--- src/rtl/wash_sequencer.sv ---
// Washing-machine program controller: fill, wash, drain, rinse loop, spin, buzzer.
// Advances on counted 1 Hz ticks; owns pause toggling and the finish indication.
//   state  | meaning
//   IDLE   | waiting for start, all outputs off
//   FILL   | inlet open          WASH   | drum agitating
//   DRAIN  | pump running        RFILL  | rinse-loop fill
//   RINSE  | rinse agitation     RDRAIN | rinse-loop drain, loop count decided
//   SPIN   | fast spin + pump    DONE   | finish/buzzer, then back to IDLE
module wash_sequencer #(
    parameter int FILL_SEC  = 3,
    parameter int WASH_SEC  = 10,
    parameter int DRAIN_SEC = 3,
    parameter int RINSE_SEC = 5,
    parameter int SPIN_SEC  = 6,
    parameter int RINSE_CNT = 2,
    parameter int BUZZ_SEC  = 3,
    parameter int CW        = 8
) (
    input  logic          clk,
    input  logic          rst_n,
    input  logic          tick_1hz,
    input  logic          power_on,
    input  logic          start_btn,
    input  logic          pause_btn,
    output logic          water_in,
    output logic          drain,
    output logic          motor,
    output logic          spin_fast,
    output logic [3:0]    stage_led,
    output logic          pause_led,
    output logic          finish,
    output logic          buzzer,
    output logic [CW-1:0] sec_left,
    output logic [2:0]    rinse_left
);

    typedef enum logic [3:0] {
        S_IDLE, S_FILL, S_WASH, S_DRAIN, S_RFILL, S_RINSE, S_RDRAIN, S_SPIN, S_DONE
    } state_t;

    state_t        state, state_nxt;
    logic [CW-1:0] sec_nxt;
    logic [2:0]    rinse_nxt;
    logic          paused, paused_nxt;
    logic          ct;

    function automatic logic [CW-1:0] dur(input state_t s);
        case (s)
            S_FILL, S_RFILL:  dur = CW'(FILL_SEC);
            S_WASH:           dur = CW'(WASH_SEC);
            S_DRAIN, S_RDRAIN: dur = CW'(DRAIN_SEC);
            S_RINSE:          dur = CW'(RINSE_SEC);
            S_SPIN:           dur = CW'(SPIN_SEC);
            S_DONE:           dur = CW'(BUZZ_SEC);
            default:          dur = '0;
        endcase
    endfunction

    // A tick that lands on a pause/resume press is dropped either way.
    assign ct = tick_1hz & ~paused & ~pause_btn & power_on;

    always_comb begin
        state_nxt  = state;
        sec_nxt    = sec_left;
        rinse_nxt  = rinse_left;
        paused_nxt = paused;
        case (state)
            S_IDLE: begin
                paused_nxt = 1'b0;
                if (start_btn) begin
                    state_nxt = S_FILL;
                    sec_nxt   = CW'(FILL_SEC);
                    rinse_nxt = 3'(RINSE_CNT);
                end
            end
            S_FILL, S_WASH, S_DRAIN, S_RFILL, S_RINSE, S_RDRAIN, S_SPIN: begin
                if (pause_btn) begin
                    paused_nxt = ~paused;
                end else if (ct) begin
                    if (sec_left > CW'(1)) begin
                        sec_nxt = sec_left - CW'(1);
                    end else begin
                        case (state)
                            S_FILL:  state_nxt = S_WASH;
                            S_WASH:  state_nxt = S_DRAIN;
                            S_DRAIN: state_nxt = S_RFILL;
                            S_RFILL: state_nxt = S_RINSE;
                            S_RINSE: state_nxt = S_RDRAIN;
                            S_RDRAIN: begin
                                rinse_nxt = rinse_left - 3'd1;
                                state_nxt = (rinse_left > 3'd1) ? S_RFILL : S_SPIN;
                            end
                            S_SPIN:  state_nxt = S_DONE;
                            default: state_nxt = S_IDLE;
                        endcase
                        sec_nxt = dur(state_nxt);
                        if (state_nxt == S_DONE) paused_nxt = 1'b0;
                    end
                end
            end
            S_DONE: begin
                if (ct) begin
                    if (sec_left > CW'(1)) begin
                        sec_nxt = sec_left - CW'(1);
                    end else begin
                        state_nxt = S_IDLE;
                        sec_nxt   = '0;
                    end
                end
            end
            default: begin
                state_nxt  = S_IDLE;
                sec_nxt    = '0;
                rinse_nxt  = '0;
                paused_nxt = 1'b0;
            end
        endcase
    end

    // Outputs are decoded from the next state so they register alongside it.
    always_ff @(posedge clk) begin
        if (!rst_n || !power_on) begin
            state      <= S_IDLE;
            sec_left   <= '0;
            rinse_left <= '0;
            paused     <= 1'b0;
            water_in   <= 1'b0;
            drain      <= 1'b0;
            motor      <= 1'b0;
            spin_fast  <= 1'b0;
            stage_led  <= '0;
            pause_led  <= 1'b0;
            finish     <= 1'b0;
            buzzer     <= 1'b0;
        end else begin
            state      <= state_nxt;
            sec_left   <= sec_nxt;
            rinse_left <= rinse_nxt;
            paused     <= paused_nxt;
            water_in   <= ~paused_nxt & (state_nxt == S_FILL || state_nxt == S_RFILL);
            drain      <= ~paused_nxt & (state_nxt == S_DRAIN || state_nxt == S_RDRAIN ||
                                         state_nxt == S_SPIN);
            motor      <= ~paused_nxt & (state_nxt == S_WASH || state_nxt == S_RINSE ||
                                         state_nxt == S_SPIN);
            spin_fast  <= ~paused_nxt & (state_nxt == S_SPIN);
            stage_led  <= {state_nxt == S_SPIN, state_nxt == S_RINSE, state_nxt == S_WASH,
                           (state_nxt == S_FILL || state_nxt == S_DRAIN ||
                            state_nxt == S_RFILL || state_nxt == S_RDRAIN)};
            pause_led  <= paused_nxt;
            finish     <= (state_nxt == S_DONE);
            buzzer     <= (state_nxt == S_DONE);
        end
    end

endmodule

--- config.mk ---
export PLATFORM = sky130hd
export DESIGN_NAME = wash_sequencer
export DESIGN_NICKNAME = d
export VERILOG_FILES = /design/src/rtl/wash_sequencer.sv
export SDC_FILE = /design/constraint.sdc
export NUM_CORES = 1
export LEC_CHECK = 0
export BUFFER_PORTS_ARGS = -buffer_cell sky130_fd_sc_hd__buf_2
export CORE_ASPECT_RATIO = 1.25
export CORE_MARGIN = 10
export CORE_UTILIZATION = 40
export CTS_CLUSTER_SIZE = 14
export DETAILED_ROUTE_END_ITERATION = 10
export PLACE_DENSITY = 0.63
export SYNTH_ARGS = -nofsm -noshare
export SYNTH_HDL_FRONTEND = slang
export SYNTH_SLANG_ARGS = --single-unit
--- constraint.sdc ---
create_clock -name clk -period 2.9 [get_ports clk]
set_input_delay 0.435 -clock clk [delete_from_list [all_inputs] [get_ports clk]]
set_output_delay 0.435 -clock clk [all_outputs]
set_load 0.05 [all_outputs]
==> results_dict.tcl, run 1 <==
set metrics [dict create \
    syn_avg_cell_area_sq_um 8.422 \
    die_w_um 74.30 \
    fp.dieH_um 87.87 \
    final_sum_of_negative_setup_slack_ps 0 \
    start_util_pct 41.95 \
    first_global_vias 1399 \
    final_cells 236 \
    antenna-diode-count 0 \
    clk-insertion-delay-late_ps 270 \
    required_ps 3100 \
    drt_drc_violations_left 0 \
    layout-drive-gt1-share_pct 24.37 \
    number_of_setup_buffers_added_after_cts 0 \
    transition_at_the_pin_with_the_smallest_max_transition_slack_ps 697.6 \
    critPathKind "flop to flop" \
    clk_pin_slew_ps 90 \
    post_cts_resized 0 \
    synth_fp_nets 185 \
    grt_usage_pct 11.62 \
    timing.critical_path.slowest_cell_delay_ps 470 \
    area_growth_pct 12.22 \
    timing.final.hold_violations 0 \
    cts-buffers-inserted 3 \
    clk_path_buf_depth 2 \
    mappedNetlistArea_sq_um 1474 \
    min-delay-path-class "flop to flop" \
    power_density_nw_per_um2 432.9 \
    async_reset_ff_share_pct 0 \
    critical-path-slowest-cell "sky130_fd_sc_hd__a2111o_1" \
    detail_route.iter0.violations 56 \
    max_clock_freq_mhz 406.1 \
    routed_wire_length_per_instance_um 15.70 \
    synthFlopType "sky130_fd_sc_hd__dfxtp_1" \
    number_of_hold_buffers_added_after_cts 0 \
    ys_ff_latch 25 \
    ys_types 48 \
    detail_route.wirelength_um 3705 \
    synthMostInstantiatedCell "sky130_fd_sc_hd__dfxtp_1" \
    rsz0062_at_grt "false" \
    synth.top_cells.by_area "sky130_fd_sc_hd__dfxtp_1, sky130_fd_sc_hd__a21oi_1, sky130_fd_sc_hd__nor2_1, sky130_fd_sc_hd__o21ai_0, sky130_fd_sc_hd__xnor2_1" \
    cp-end-kind "flop" \
    layout_min_cycle_time_ps 2463 \
    finalWeightedCongestion 0.8646 \
    io-pin-count 28 \
    clock_sink_count 25 \
    cp-start-kind "flop" \
    max-slew-margin-rel_pct 53.14 \
    core_region_area_sq_um 3513 \
    power.ir.vdd_worst_v 0.0002109 \
    finalSetupViolations 0 \
    finalNetCount 208 \
    place.detailed.hpwl_um 2903 \
    grt_start_max_net_pins 15 \
    total_power_mw 0.7161 \
    drt_first_pass_iters 4 \
    synth_seq_area_share_pct 33.96 \
    die-area_sq_um 6528 \
    synthCells 175 \
    worst_clock_skew_ps 4.099 \
    placed_area_sq_um 1609 \
    grt_first_pass_wirelength_um 6210 \
    clock_tree.htree_level_count 1 \
    reg2reg_slack_ps 440 \
    final_max_slew_viol_count 0 \
    synth_edf_count 0 \
    status "complete, no violations" \
    total_leakage_power_nw 0.6772 \
    post-synth-top-area-cell "sky130_fd_sc_hd__dfxtp_1" \
    placementRows 24 \
    port_buffers 27 \
    cts_tree "done" \
    yosys_warnings 0 \
    final_area_sq_um 1654 \
    clock_tree_root "sky130_fd_sc_hd__clkbuf_8" \
    globalRoute.totalOverflow 0 \
    synth.top_cells.by_count "sky130_fd_sc_hd__dfxtp_1, sky130_fd_sc_hd__nor2_1, sky130_fd_sc_hd__a21oi_1" \
    min_period_over_period_pct 84.92 \
    via_per_inst 5.674 \
    maximum_capacitance_violations 0 \
    drt.antenna.violating_nets 0 \
    synth_top_area_share_pct 33.96 \
    timing.critical_path.cells "inv_1, ha_1, or2_4, and4_4, a2111o_1, a31oi_4, mux2_4, nor3b_2" \
    place.detailed.instances 232 \
    dr_total_vias 1339 \
    critical_path_peak_fanout 7 \
    critical_path_arrival_ps 2660 \
    grt_antenna_before_repair 0 \
]
## cells by family after synthesis
| logic type | count (synthesis) | synth area share (%) |
|---|---|---|
| and+or+nand+nor | 66 | 25.89 |
| buffers and inverters | 21 | 6.876 |
| xor gates and xnor gates | 8 | 4.754 |
| DFF | 25 | 33.96 |
| AOI/OAI and AO/OA | 48 | 22.75 |
| muxes | 3 | 2.377 |
| adders and majority gates | 4 | 3.396 |
## through the flow
step | utilization (%) | hold slack, ps | worst slack (ps)
after floorplan | - | 611.9 | 164.0
after global placement | 45.80 | 485.3 | 550.6
after detailed placement | 45.80 | 488.9 | 475.7
after CTS | 47.08 | 504.7 | 458.1
after global routing | 47.08 | 536.3 | 329.7
final | 47.08 | 504.8 | 437.4
## placed cells by master, fill, tap and decap left out, types with 3 or more instances in the layout
| cell | n |
|---|---|
| sky130_fd_sc_hd__a21oi_1 | 14 |
| sky130_fd_sc_hd__a31o_2 | 3 |
| sky130_fd_sc_hd__a31oi_1 | 3 |
| sky130_fd_sc_hd__and3_1 | 3 |
| sky130_fd_sc_hd__buf_2 | 27 |
| sky130_fd_sc_hd__clkbuf_8 | 3 |
| sky130_fd_sc_hd__dfxtp_1 | 25 |
| sky130_fd_sc_hd__ha_1 | 4 |
| sky130_fd_sc_hd__inv_1 | 10 |
| sky130_fd_sc_hd__nand2_1 | 12 |
| sky130_fd_sc_hd__nand4_1 | 3 |
| sky130_fd_sc_hd__nor2_1 | 18 |
| sky130_fd_sc_hd__nor3_1 | 8 |
| sky130_fd_sc_hd__nor3_2 | 3 |
| sky130_fd_sc_hd__o21ai_0 | 13 |
| sky130_fd_sc_hd__xnor2_1 | 6 |
## worst max-delay path: cells and delay by family (launching register included)
kind	cells	cell delay, ps
AO/OA/AOI/OAI	2	670
buffers and inverters	1	70
AND/OR/NAND/NOR	3	610
multiplexers	1	330
adder cells (fa/ha/maj)	1	240
flip-flops	1	460
## power by group
group          switching [mW]  internal [mW]  total, mW
combinational          0.0960         0.0545      0.151
sequential            0.00997          0.350      0.360
clock                   0.107         0.0982      0.205
total                   0.213          0.503      0.716
## state kept, by name, summed over array words and instances, names as in the netlist
register	count
water_in	1
rinse_left	3
paused	1
buzzer	1
sec_left	8
state	4
motor	1
spin_fast	1
stage_led	4
drain	1
## final timing paths
check / start / end / depth (start not counted)
max reg2reg: sec_left[0] / water_in / 8
min reg2reg: rinse_left[2] / rinse_left[2] / 1
max: sec_left[0] / water_in / 8
min: rinse_left[2] / rinse_left[2] / 1
## per-layer routing
layer	up-vias	wire length, um	track usage, %
met5	-	0	0
met4	0	45	4.333
met3	6	230	2.718
met2	35	1898	21.04
met1	627	1531	12.65
li1	671	-	-
## area by class of cell
cell class                 instances  area (sq um)
fill                             367          1859
clock buffer                       4         45.04
timing repair buffer              29         150.1
sequential                        25         500.5
multi-input combinational        129         872.1
inverter                          10         37.54
tap                               39         48.80
No activity file was read; power rests on OpenSTA's default activity.
==> inputs of run 2 (changes only) <==
ABC_AREA = 1   (was default)
PLACE_DENSITY = 0.65   (was 0.63)
clock period = 2.2 ns   (was 2.9 ns; I/O delays follow)
==> results_dict.tcl, run 2 <==
set metrics [dict create \
    drt_drc_violations_left 0 \
    critical-path-slowest-cell "sky130_fd_sc_hd__dfxtp_1" \
    area_growth_pct 15.03 \
    routed_wire_length_per_instance_um 12.08 \
    timing.final.hold_violations 0 \
    switching_share_pct 32.46 \
    max_clock_freq_mhz 535.6 \
    place.detailed.hpwl_um 2870 \
    grt_antenna_before_repair 0 \
    max-slew-margin-rel_pct 78.13 \
    grt_usage_pct 11.16 \
    biggestRegsByFlops "sec_left (8), stage_led (4), state (4)" \
    pwr-share-clk_pct 28.8 \
    synth_edf_count 0 \
    number_of_hold_buffers_added_after_cts 0 \
    placementRows 25 \
    clk_pin_slew_ps 90 \
    ff_latch_area_sq_um 500.5 \
    cp-end-kind "flop" \
    total_leakage_power_nw 0.8568 \
    grt_first_pass_wirelength_um 5906 \
    detail_route.wirelength_um 3491 \
    total_power_mw 0.9785 \
    post_cts_resized 0 \
    clk_path_buf_depth 2 \
    critPathKind "flop to flop" \
    die_w_um 75.35 \
    layout.cells.most_common "sky130_fd_sc_hd__nand2_1" \
    worst-r2r-cell-count 11 \
    dr_total_vias 1398 \
    ys_types 33 \
    rr_startpoint "sec_left[0]" \
    async_reset_ff_share_pct 0 \
    grtUsageMet3_pct 3.556 \
    final_sum_of_negative_setup_slack_ps 0 \
    synth_top_area_share_pct 32.68 \
    drt.antenna.violating_nets 0 \
    finalNetCount 260 \
    worst_clock_skew_ps 5.804 \
    syn_avg_cell_area_sq_um 6.993 \
    post-synth-top-area-cell "sky130_fd_sc_hd__dfxtp_1" \
    grt_start_max_net_pins 16 \
    layout-drive-gt1-share_pct 30.12 \
    p_sw_mw 0.3176 \
    nFillCells 415 \
    layout.cells.most_common_list "sky130_fd_sc_hd__nand2_1, sky130_fd_sc_hd__buf_2, sky130_fd_sc_hd__dfxtp_1" \
    layout_min_cycle_time_ps 1867 \
    synth.top_cells.by_count "sky130_fd_sc_hd__nand2_1, sky130_fd_sc_hd__dfxtp_1, sky130_fd_sc_hd__nor2_1" \
    use_met2_pct 20.45 \
    synth.top_cells.by_area "sky130_fd_sc_hd__dfxtp_1, sky130_fd_sc_hd__nand2_1, sky130_fd_sc_hd__nor2_1, sky130_fd_sc_hd__inv_1, sky130_fd_sc_hd__a21oi_1" \
    multi_input_comb_area_sq_um 888.4 \
    cp_common_cell "sky130_fd_sc_hd__nand2_1" \
    die-area_sq_um 6719 \
    synthFlopType "sky130_fd_sc_hd__dfxtp_1" \
    io-pin-count 28 \
    final_max_slew_viol_count 0 \
    clk-insertion-delay-late_ps 270 \
    antenna-diode-count 0 \
    met1_usage_pct 11.28 \
    clock_tree.htree_level_count 1 \
    drt_first_pass_iters 4 \
    max_flop_register "sec_left" \
    cp-start-kind "flop" \
    cts_tree "done" \
    synthCells 219 \
    hold_start "rst_n" \
    start_util_pct 40.80 \
    cts-buffers-inserted 3 \
    rr_endpoint "motor" \
    power.internal_mw 0.6609 \
    port_buffers 27 \
    synthMostInstantiatedCell "sky130_fd_sc_hd__nand2_1" \
    power.ir.vdd_worst_v 0.0002092 \
    hold_depth 4 \
    number_of_setup_buffers_added_after_cts 0 \
    final_cells 289 \
    mappedNetlistArea_sq_um 1531 \
    transition_at_the_pin_with_the_smallest_max_transition_slack_ps 324.6 \
    hold_path_end "paused" \
    yosys_warnings 0 \
    p_seq_share_pct 48.5 \
    fp.dieH_um 89.18 \
    status "complete, no violations" \
    clock_tree_root "sky130_fd_sc_hd__clkbuf_8" \
    reg2reg_slack_ps 330 \
    required_ps 2410 \
    maximum_capacitance_violations 0 \
    timing.critical_path.slowest_cell_delay_ps 370 \
    core_region_area_sq_um 3754 \
    ys_ff_latch 25 \
    synth_fp_nets 229 \
    globalRoute.totalOverflow 0 \
    power_density_nw_per_um2 555.4 \
    synth_seq_area_share_pct 32.68 \
    number_of_flip_flops_under_the_largest_register_name 8 \
    critical_path_arrival_ps 2070 \
    finalWeightedCongestion 0.9228 \
    finalSetupViolations 0 \
    detail_route.iter0.violations 48 \
    critical_path_peak_fanout 8 \
    worst_setup_path_startpoint "sec_left[0]" \
    timing.critical_path.cells "inv_1, ha_1, nor2_1, nor2_4, nand3_4, nand2_1, nand3_1, nand2_1, nor2_2, nand3_2, a21oi_1" \
    place.detailed.instances 285 \
    power_frac_comb_pct 22.8 \
    min-delay-path-class "input port to flop" \
    rsz0062_at_grt "false" \
    via_per_inst 4.837 \
    min_period_over_period_pct 84.87 \
    clock_sink_count 25 \
    top_usage_layer "met2" \
    first_global_vias 1400 \
]
[run 2: changes by cell type in the layout (fill, tap and decap cells not counted), moves of 5 or more]
cell	previous run	this run
sky130_fd_sc_hd__inv_1	10	21
sky130_fd_sc_hd__inv_2	0	13
sky130_fd_sc_hd__nand2_1	12	49
sky130_fd_sc_hd__nand2_2	0	7
sky130_fd_sc_hd__nand3_1	2	12
sky130_fd_sc_hd__nor2_1	18	23
sky130_fd_sc_hd__nor2_2	0	6
sky130_fd_sc_hd__nor2_4	0	5
sky130_fd_sc_hd__nor3_1	8	2
sky130_fd_sc_hd__o21ai_0	13	8
sky130_fd_sc_hd__xnor2_1	6	1
[run 2: per-stage QoR]
stage | area [sq um] | hold slack [ps] | worst slack, ps | util, %
3_5_place_dp | 1713 | 492.7 | 335.3 | 45.63
2_1_floorplan | 1531 | 557.0 | 145.4 | -
3_3_place_gp | 1713 | 488.7 | 355.1 | 45.63
4_1_cts | 1762 | 494.9 | 311.1 | 46.93
5_1_grt | 1762 | 504.7 | 98.59 | 46.93
6_report | 1762 | 496.6 | 332.9 | 46.93
[run 2: worst max path at each step]
stage          cells past startpoint  slack [ps]  endpoint
5_1_grt                           11         100     motor
3_5_place_dp                      11         340     motor
3_3_place_gp                      11         360     motor
4_1_cts                           11         310     motor
6_report                          11         330     motor
2_1_floorplan                     11         150  water_in
[run 2: logic make-up after synthesis]
group                      share of synthesized area [%]
adders and majority gates                          3.268
and+or+nand+nor                                    40.03
DFF                                                32.68
xor gates and xnor gates                           2.288
buffers and inverters                              9.314
AOI/OAI and AO/OA                                  12.42
[run 2: critical path, delay by kind of cell (launching register included)]
kind	cells	cell delay, ps
buffers and inverters	1	100
AOI/OAI and AO/OA	1	150
DFF	1	370
and+or+nand+nor	8	930
adders and majority gates	1	240
[run 2: power by group through the flow]
stage / logic [mW] / clock network, mW / registers [mW]
floorplan: 0.140 / 0 / 0.523
global placement: 0.224 / 0 / 0.485
detailed placement: 0.224 / 0 / 0.485
CTS: 0.225 / 0.291 / 0.475
global route: 0.251 / 0.314 / 0.477
finish: 0.223 / 0.281 / 0.474
[run 2: final cells by class]
type / count / share of cell area, %
multi-input cells: 157 / 50.43
flip-flops and latches: 25 / 28.41
repair buffers: 28 / 8.097
inverters: 35 / 7.457
well taps: 40 / 2.841
clock buffers: 3 / 2.344
clock inverters: 1 / 0.4261
[run 2: layer usage]
metal / up-vias / share of wire, %
li1: 754 / -
met1: 612 / 42
met2: 25 / 50
met3: 7 / 5.6
met4: 0 / 2.0
met5: - / 0
==> inputs of run 3 (changes only) <==
clock period = 1.6 ns   (was 2.2 ns; I/O delays follow)
==> results_dict.tcl, run 3 (same netlist as run 2, synthesis figures left out) <==
set metrics [dict create \
    port_buffers 27 \
    grt_usage_pct 12.04 \
    finalWeightedCongestion 0.8738 \
    min_period_over_period_pct 101.6 \
    cts-buffers-inserted 3 \
    placementRows 25 \
    pwr-share-clk_pct 27.7 \
    final_max_slew_viol_count 0 \
    critical_path_peak_fanout 8 \
    detail_route.wirelength_um 3846 \
    area_growth_pct 28.02 \
    min-delay-path-class "input port to flop" \
    p_seq_share_pct 46.8 \
    nFillCells 387 \
    rr_endpoint "stage_led[0]" \
    worst-r2r-cell-count 10 \
    clk_pin_slew_ps 90 \
    layout.cells.most_common_list "sky130_fd_sc_hd__nand2_1, sky130_fd_sc_hd__buf_2, sky130_fd_sc_hd__nor2_1" \
    max_flop_register "sec_left" \
    power_density_nw_per_um2 712.9 \
    place_worst_setup_slack_ps -28.48 \
    layout_min_cycle_time_ps 1626 \
    finalSetupViolations 4 \
    core_region_area_sq_um 3754 \
    drt_first_pass_iters 4 \
    max_clock_freq_mhz 615.0 \
    max-slew-margin-rel_pct 80.86 \
    layout.cells.most_common "sky130_fd_sc_hd__nand2_1" \
    dr_total_vias 1503 \
    required_ps 1770 \
    drt-met1-wl_um 1587 \
    die_w_um 75.35 \
    grt_first_pass_wirelength_um 6382 \
    clock_tree_root "sky130_fd_sc_hd__clkbuf_8" \
    status "finished, violations left" \
    number_of_flip_flops_under_the_largest_register_name 8 \
    hold_depth 3 \
    ff_latch_area_sq_um 523.0 \
    power_frac_comb_pct 25.5 \
    switching_share_pct 33.15 \
    critPathKind "flop to flop" \
    rsz0062_at_grt "true" \
    detail_route.iter0.violations 72 \
    grt_start_max_net_pins 14 \
    via_per_inst 5.061 \
    cp-start-kind "flop" \
    total_power_mw 1.398 \
    antenna-diode-count 0 \
    die-area_sq_um 6719 \
    clk-insertion-delay-late_ps 280 \
    power.ir.vdd_worst_v 0.0004036 \
    power.internal_mw 0.9343 \
    drt_drc_violations_left 0 \
    globalRoute.totalOverflow 0 \
    routed_wire_length_per_instance_um 12.95 \
    clock_tree.htree_level_count 1 \
    biggestRegsByFlops "sec_left (8), stage_led (4), state (4)" \
    layout-drive-gt1-share_pct 45.53 \
    timing.final.hold_violations 0 \
    rr_startpoint "sec_left[0]" \
    reg2reg_slack_ps -30 \
    highest-signal-layer "met4" \
    multi_input_comb_area_sq_um 1003 \
    met2_length_um 2034 \
    placed_area_sq_um 1829 \
    first_global_vias 1504 \
    critical_path_arrival_ps 1800 \
    cp-end-kind "flop" \
    start_util_pct 40.80 \
    clock_sink_count 25 \
    finalNetCount 268 \
    place.detailed.hpwl_um 2963 \
    violations "setup timing" \
    io-pin-count 28 \
    met3_wirelength_from_detailed_routing_um 131 \
    worst_setup_path_endpoint "stage_led[0]" \
    hold_start "rst_n" \
    fp.dieH_um 89.18 \
    total_leakage_power_nw 0.9357 \
    final.setup.worst_slack_ps -26.04 \
    grt_antenna_before_repair 0 \
    drt.antenna.violating_nets 0 \
    worst_clock_skew_ps 7.164 \
    transition_at_the_pin_with_the_smallest_max_transition_slack_ps 284.2 \
    worst_setup_path_startpoint "sec_left[0]" \
    final_area_sq_um 1961 \
    cts_tree "done" \
    p_sw_mw 0.4634 \
    clk_path_buf_depth 2 \
    maximum_capacitance_violations 0 \
]
-- run 3: timing repair --
| action | CTS | global route |
|---|---|---|
| setup buffers | 0 | 0 |
| endpoints found under the hold margin | 0 | 0 |
| hold buffers | 0 | 0 |
| resized for setup | 1 | 22 |
| gates cloned | 0 | 0 |
| pin swaps | 1 | 6 |
| setup endpoints to repair | 3 | 17 |
-- run 3: final cells by class --
| cell class | count | area share (%) |
|---|---|---|
| inverters | 35 | 6.956 |
| multi-input cells | 157 | 51.18 |
| clock buffers | 4 | 2.297 |
| well taps | 40 | 2.553 |
| repair buffers | 36 | 10.34 |
| flip-flops and latches | 25 | 26.68 |
-- run 3: metrics by stage --
stage	setup TNS (ps)	utilization [%]	std cells	hold slack [ps]
after floorplan	0	-	219	486.4
after global placement	0	48.73	293	473.2
after detailed placement	-49.55	48.73	293	476.6
after CTS	0	50.13	297	378.2
after global routing	-1488	52.23	297	411.0
final	-47.31	52.23	297	382.5
-- run 3: power by group through the flow --
stage / Sequential [mW] / Clock [mW] / Combinational [mW]
2_1_floorplan: 0.722 / 0 / 0.200
3_3_place_gp: 0.668 / 0 / 0.332
3_5_place_dp: 0.669 / 0 / 0.334
6_report: 0.654 / 0.387 / 0.357
4_1_cts: 0.654 / 0.402 / 0.338
5_1_grt: 0.658 / 0.427 / 0.395
-- run 3: routing by layer --
metal	global-route usage (%)	vias up
met3	2.333	7
met2	21.30	25
li1	-	773
met4	6.430	0
met1	13.02	698
met5	0	-
-- run 3: worst min-delay path by stage --
stage,endpoint
2_1_floorplan,state[2]
3_3_place_gp,sec_left[3]
3_5_place_dp,sec_left[3]
4_1_cts,sec_left[1]
5_1_grt,sec_left[2]
6_report,sec_left[1]
-- run 3: worst max-delay path: stages, from the launching register on --
cell                      delay (ps)
sky130_fd_sc_hd__dfxtp_4         380
sky130_fd_sc_hd__inv_4            60
sky130_fd_sc_hd__ha_4            150
sky130_fd_sc_hd__nor2_4           40
sky130_fd_sc_hd__nor2_4          110
sky130_fd_sc_hd__nand3_4         150
sky130_fd_sc_hd__nand2_2         130
sky130_fd_sc_hd__nand2_4          60
sky130_fd_sc_hd__o21ai_4         190
sky130_fd_sc_hd__nand2_1         100
sky130_fd_sc_hd__and3_1          150
